**src/rtl/clock_period_meter.sv**
```systemverilog
// Measures period and high time of a divided clock in clk_in cycles,
// with a per-period strobe and a stall timeout.
module clock_period_meter #(
   parameter int unsigned CNT_W   = 16,
   parameter int unsigned TIMEOUT = (2 ** CNT_W) - 1
) (
   input  logic             clk_in,
   input  logic             rst,
   input  logic             div_in,
   input  logic             clear,
   output logic [CNT_W-1:0] period_out,
   output logic [CNT_W-1:0] high_out,
   output logic             period_stb,
   output logic             valid,
   output logic             timeout
);

   localparam logic [CNT_W-1:0] TIMEOUT_C = CNT_W'(TIMEOUT);
   localparam logic [CNT_W-1:0] CNT_MAX   = '1;
   localparam logic [CNT_W-1:0] CNT_ONE   = CNT_W'(1);

   typedef enum logic {
      IDLE,
      MEAS
   } state_t;

   state_t           state_q, state_d;
   logic [CNT_W-1:0] cnt_q, cnt_d;
   logic [CNT_W-1:0] period_q, period_d;
   logic [CNT_W-1:0] high_q, high_d;
   logic             period_stb_q, period_stb_d;
   logic             valid_q, valid_d;
   logic             timeout_q, timeout_d;
   logic             div_q, div_d;
   logic             rise, fall;

   assign rise = div_in & ~div_q;
   assign fall = ~div_in & div_q;

   // State and result registers; div_q resets high so a level-high input never looks like an edge.
   always_ff @(posedge clk_in) begin
      if (rst) begin
         state_q      <= IDLE;
         cnt_q        <= '0;
         period_q     <= '0;
         high_q       <= '0;
         period_stb_q <= 1'b0;
         valid_q      <= 1'b0;
         timeout_q    <= 1'b0;
         div_q        <= 1'b1;
      end else begin
         state_q      <= state_d;
         cnt_q        <= cnt_d;
         period_q     <= period_d;
         high_q       <= high_d;
         period_stb_q <= period_stb_d;
         valid_q      <= valid_d;
         timeout_q    <= timeout_d;
         div_q        <= div_d;
      end
   end

   // Next-state: clear > rise > timeout > fall. The first rise after IDLE only arms.
   always_comb begin
      state_d      = state_q;
      cnt_d        = (cnt_q == CNT_MAX) ? cnt_q : cnt_q + CNT_ONE;
      period_d     = period_q;
      high_d       = high_q;
      period_stb_d = 1'b0;
      valid_d      = valid_q;
      timeout_d    = timeout_q;
      div_d        = div_in;

      if (clear) begin
         state_d   = IDLE;
         cnt_d     = '0;
         period_d  = '0;
         high_d    = '0;
         valid_d   = 1'b0;
         timeout_d = 1'b0;
      end else if (rise) begin
         cnt_d = CNT_ONE;
         if (state_q == IDLE) begin
            state_d = MEAS;
         end else begin
            period_d     = cnt_q;
            period_stb_d = 1'b1;
            valid_d      = 1'b1;
            timeout_d    = 1'b0;
         end
      end else if (state_q == MEAS) begin
         if (cnt_q == TIMEOUT_C) begin
            state_d   = IDLE;
            timeout_d = 1'b1;
            valid_d   = 1'b0;
            period_d  = '0;
            high_d    = '0;
         end else if (fall) begin
            high_d = cnt_q;
         end
      end
   end

   assign period_out = period_q;
   assign high_out   = high_q;
   assign period_stb = period_stb_q;
   assign valid      = valid_q;
   assign timeout    = timeout_q;

endmodule
```
**config.mk**
```make
export PLATFORM = sky130hd
export DESIGN_NAME = clock_period_meter
export DESIGN_NICKNAME = d
export VERILOG_FILES = /design/src/rtl/clock_period_meter.sv
export SDC_FILE = /design/constraint.sdc
export NUM_CORES = 1
export LEC_CHECK = 0
export BUFFER_PORTS_ARGS = -buffer_cell sky130_fd_sc_hd__buf_2
export CORE_ASPECT_RATIO = 1.4
export CORE_MARGIN = 5
export CORE_UTILIZATION = 50
export DETAILED_ROUTE_END_ITERATION = 16
export GPL_ROUTABILITY_DRIVEN = 1
export PLACE_DENSITY = 0.78
export SLEW_MARGIN = 0
export SYNTH_ARGS = -nofsm -noshare
export SYNTH_HDL_FRONTEND = slang
export SYNTH_SLANG_ARGS = --single-unit
```
**constraint.sdc**
```tcl
create_clock -name clk_in -period 3.99 [get_ports clk_in]
set_input_delay 0.1995 -clock clk_in [delete_from_list [all_inputs] [get_ports clk_in]]
set_output_delay 0.1995 -clock clk_in [all_outputs]
set_load 0.05 [all_outputs]
```
==> run_results.csv <==
group,metric,value,unit
hold_path,min_path_type,"primary input to register",
die,io_pins,39,
die,chipHeight,84.45,µm
cells_and_area,final_cell_mix,"dfxtp_1, buf_2, a22o_1, nand2_1, a21oi_1",
global_route,grtUsageTotal,16.28,%
worst_setup_path,r2r_end,"high_out[7]",
worst_setup_path,path_cells,"ha_1 -> nand3_1 -> nor4_2 -> buf_4 -> nor3_2 -> a22o_1",
cells_and_area,instances_no_fill,272,
synthesis,ys_types,39,
detailed_routing,ant_nets,0,
sta,tns,0,ps
global_route,use_met1,19.48,%
worst_setup_path,reg2reg_depth,6,
sta,fin_skew,4.169,ps
hold_path,worstHoldEndpoint,"div_q",
die,core_area,3885,µm²
synthesis,postSynthCellCount,193,
die,initial_core_util,50.95,%
placement,dp.cells,264,
placement,dp_hpwl,2.969,mm
cts,post_cts_resized,0,
worst_setup_path,cp-end-kind,"register",
worst_setup_path,slowest_delay,800,ps
cells_and_area,nFillCells,314,
pwr,switchingPower,192.3,µW
flow_run,maxCapViolCount,0,
global_route,grt_pass1_wl,7.107,mm
detailed_routing,viasPerCell,5.827,
pwr,pwr-share-clk,43.4,%
sta,hold_violations,0,
sta,hold_ws,97.46,ps
synthesis,ys_seq_area_share,53.60,%
detailed_routing,wire_per_inst,15.46,µm
detailed_routing,firstDrtPassIters,5,
sta,finalSetupViolCount,0,
sta,worst_pin_slew,953.4,ps
synthesis,ys.flop_type,"dfxtp_1",
cts,clkLatencyLatePin,310,ps
worst_setup_path,reg2reg_from,"cnt_q[0]",
worst_setup_path,crit_arrival,2480,ps
worst_setup_path,path_max_fanout,20,
pwr,power_frac_comb,2.3,%
pwr,leakagePower,0.0009667,µW
global_route,first_global_vias,1508,
cts,post_cts_buffers,0,
global_route,grtUsageMet3,3.748,%
cells_and_area,area_growth,17.13,%
cts,clock_sink_count,53,
hold_path,min_delay_path_depth,2,
cts,root_buffer,"clkbuf_8",
cts,h-tree-depth,2,
global_route,antenna_found_initial,0,
cells_and_area,insertedDiodeCount,0,
pwr,p_total,981.6,µW
synthesis,ys_ff_latch,53,
cts,cts_tree,"built",
detailed_routing,drtIter0Drc,62,
hold_path,hold_start,"rst",
cts,hold_buffers,0,
sta,rsz0062_at_grt,"false",
global_route,top_usage_layer,"met2",
detailed_routing,routed_wl,4.206,mm
sta,fmaxAchievable,0.4485,GHz
pwr,switching_share,19.59,%
detailed_routing,drc,0,
worst_setup_path,start_kind,"register",
sta,fin_crit,2230,ps
placement,place_congestion,0.8787,
sta,final.setup.worst_slack,1760,ps
worst_setup_path,critPathKind,"register to register",
synthesis,yosysWarningCount,0,
cts,clk_pin_slew,90,ps
cells_and_area,mostFrequentLayoutCell,"dfxtp_1",
sta,maxSlewViolCount,0,
synthesis,synth_edf_count,0,
pwr,peakVddDrop,0.3132,mV
sta,fin_crit_sh,55.88,%
sta,max_slew_margin,36.09,%
die,die-area,5335,µm²
pwr,internal-power,789.3,µW
pwr,pwr-share-seq,54.3,%
synthesis,syn_nets,198,
die,dieWidth,63.18,µm
worst_setup_path,r2r_slack,1760,ps
worst_setup_path,cp_data_required_time,4240,ps
outcome,run_status,"completed",
detailed_routing,vias,1585,
worst_setup_path,crit_slowest_cell,"nor3_2",
placement,io_buffers,38,
synthesis,syn_area,1979,µm²
global_route,grt_max_degree,21,
die,rows,27,
placement,dp_slack,1771,ps
cells_and_area,drive_gt1_share,25.76,%
synthesis,async_reset_ff_share,0,%
pwr,power.density,423.4,nW/µm²
cts,cts_buffer_depth,2,
global_route,use_met2,26.98,%
global_route,grt-ovfl-total,0,
cts,cts_made_buffers,5,
cells_and_area,final_net_count,233,
synthesis,syn_area_per_cell,10.26,µm²
==> stage by stage <==
stage | utilization, % | instance area (µm²)
3_5_place_dp | 56.14 | 2181
2_1_floorplan | - | 1979
6_report | 59.68 | 2318
3_3_place_gp | 56.14 | 2181
4_1_cts | 59.68 | 2318
5_1_grt | 59.68 | 2318
==> flip-flops by register name, indices dropped and copies added (netlist names) <==
register	flops
high_out	16
valid	1
cnt_q	16
state_q	1
period_stb	1
div_q	1
timeout	1
period_out	16
==> critical path, delay by kind of cell (launching register included) <==
family / cells / cell delay, ps
buffers and inverters: 1 / 200
DFF: 1 / 390
AOI/OAI and AO/OA: 1 / 240
adders and majority gates: 1 / 310
and+or+nand+nor: 3 / 1040
==> synthesized netlist by cell type, types with 2 or more instances <==
library cell / number / area share (%)
dfxtp_1: 53 / 54
a22o_1: 31 / 14
a21oi_1: 12 / 3.0
nand2_1: 12 / 2.3
nor2_1: 8 / 1.5
buf_2: 7 / 1.8
o21ai_0: 7 / 1.8
or3_1: 7 / 2.2
nand3_1: 6 / 1.5
nand4_1: 6 / 1.9
clkbuf_1: 4 / 0.76
and3_1: 3 / 0.95
mux2i_1: 3 / 1.5
nor3_1: 3 / 0.76
o31ai_1: 3 / 1.1
inv_1: 2 / 0.38
nand2b_1: 2 / 0.63
or2_2: 2 / 0.63
or4_1: 2 / 0.76
==> metal layers <==
metal	wire length [µm]	share of wire [%]
met1	1846	44
met2	2020	48
met3	216	5.1
met4	122	2.9
met5	0	0
==> area by class of cell <==
cell class | count | area (µm²) | share of cell area (%)
Sequential cell | 53 | 1061 | 45.76
Multi-Input combinational cell | 126 | 853.3 | 36.81
Timing Repair Buffer | 40 | 205.2 | 8.851
Clock buffer | 5 | 68.82 | 2.968
Clock inverter | 3 | 68.82 | 2.968
Tap cell | 43 | 53.80 | 2.321
Inverter | 2 | 7.507 | 0.3238
==> how the worst max path moves through the flow <==
stage                      to  cells after the start  startpoint
3_5_place_dp      high_out[8]                      6    cnt_q[0]
6_report          high_out[7]                      6    cnt_q[0]
2_1_floorplan  period_out[10]                      7    cnt_q[0]
4_1_cts           high_out[7]                      6    cnt_q[0]
5_1_grt           high_out[8]                      6    cnt_q[0]
3_3_place_gp     high_out[10]                      6    cnt_q[0]
==> cell families (layout without fill, tap and decap cells) <==
group                    after synthesis  after routing  synth area share, %
AO/OA/AOI/OAI                         60             60                22.76
XOR/XNOR                               1              1               0.4426
adder cells (fa/ha/maj)                1              1               0.6320
buffers and inverters                 14             50                3.287
flip-flops                            53             53                53.60
multiplexers                           3              3                1.517
AND/OR/NAND/NOR                       61             61                17.76
==> power groups by stage <==
stage	registers, µW	clock network, µW	logic (µW)
2_1_floorplan	545	0	16.4
3_3_place_gp	545	0	22.0
3_5_place_dp	545	0	22.4
4_1_cts	533	433	22.5
5_1_grt	534	461	24.8
6_report	533	426	22.5
No activity file was read; power rests on OpenSTA's default activity.
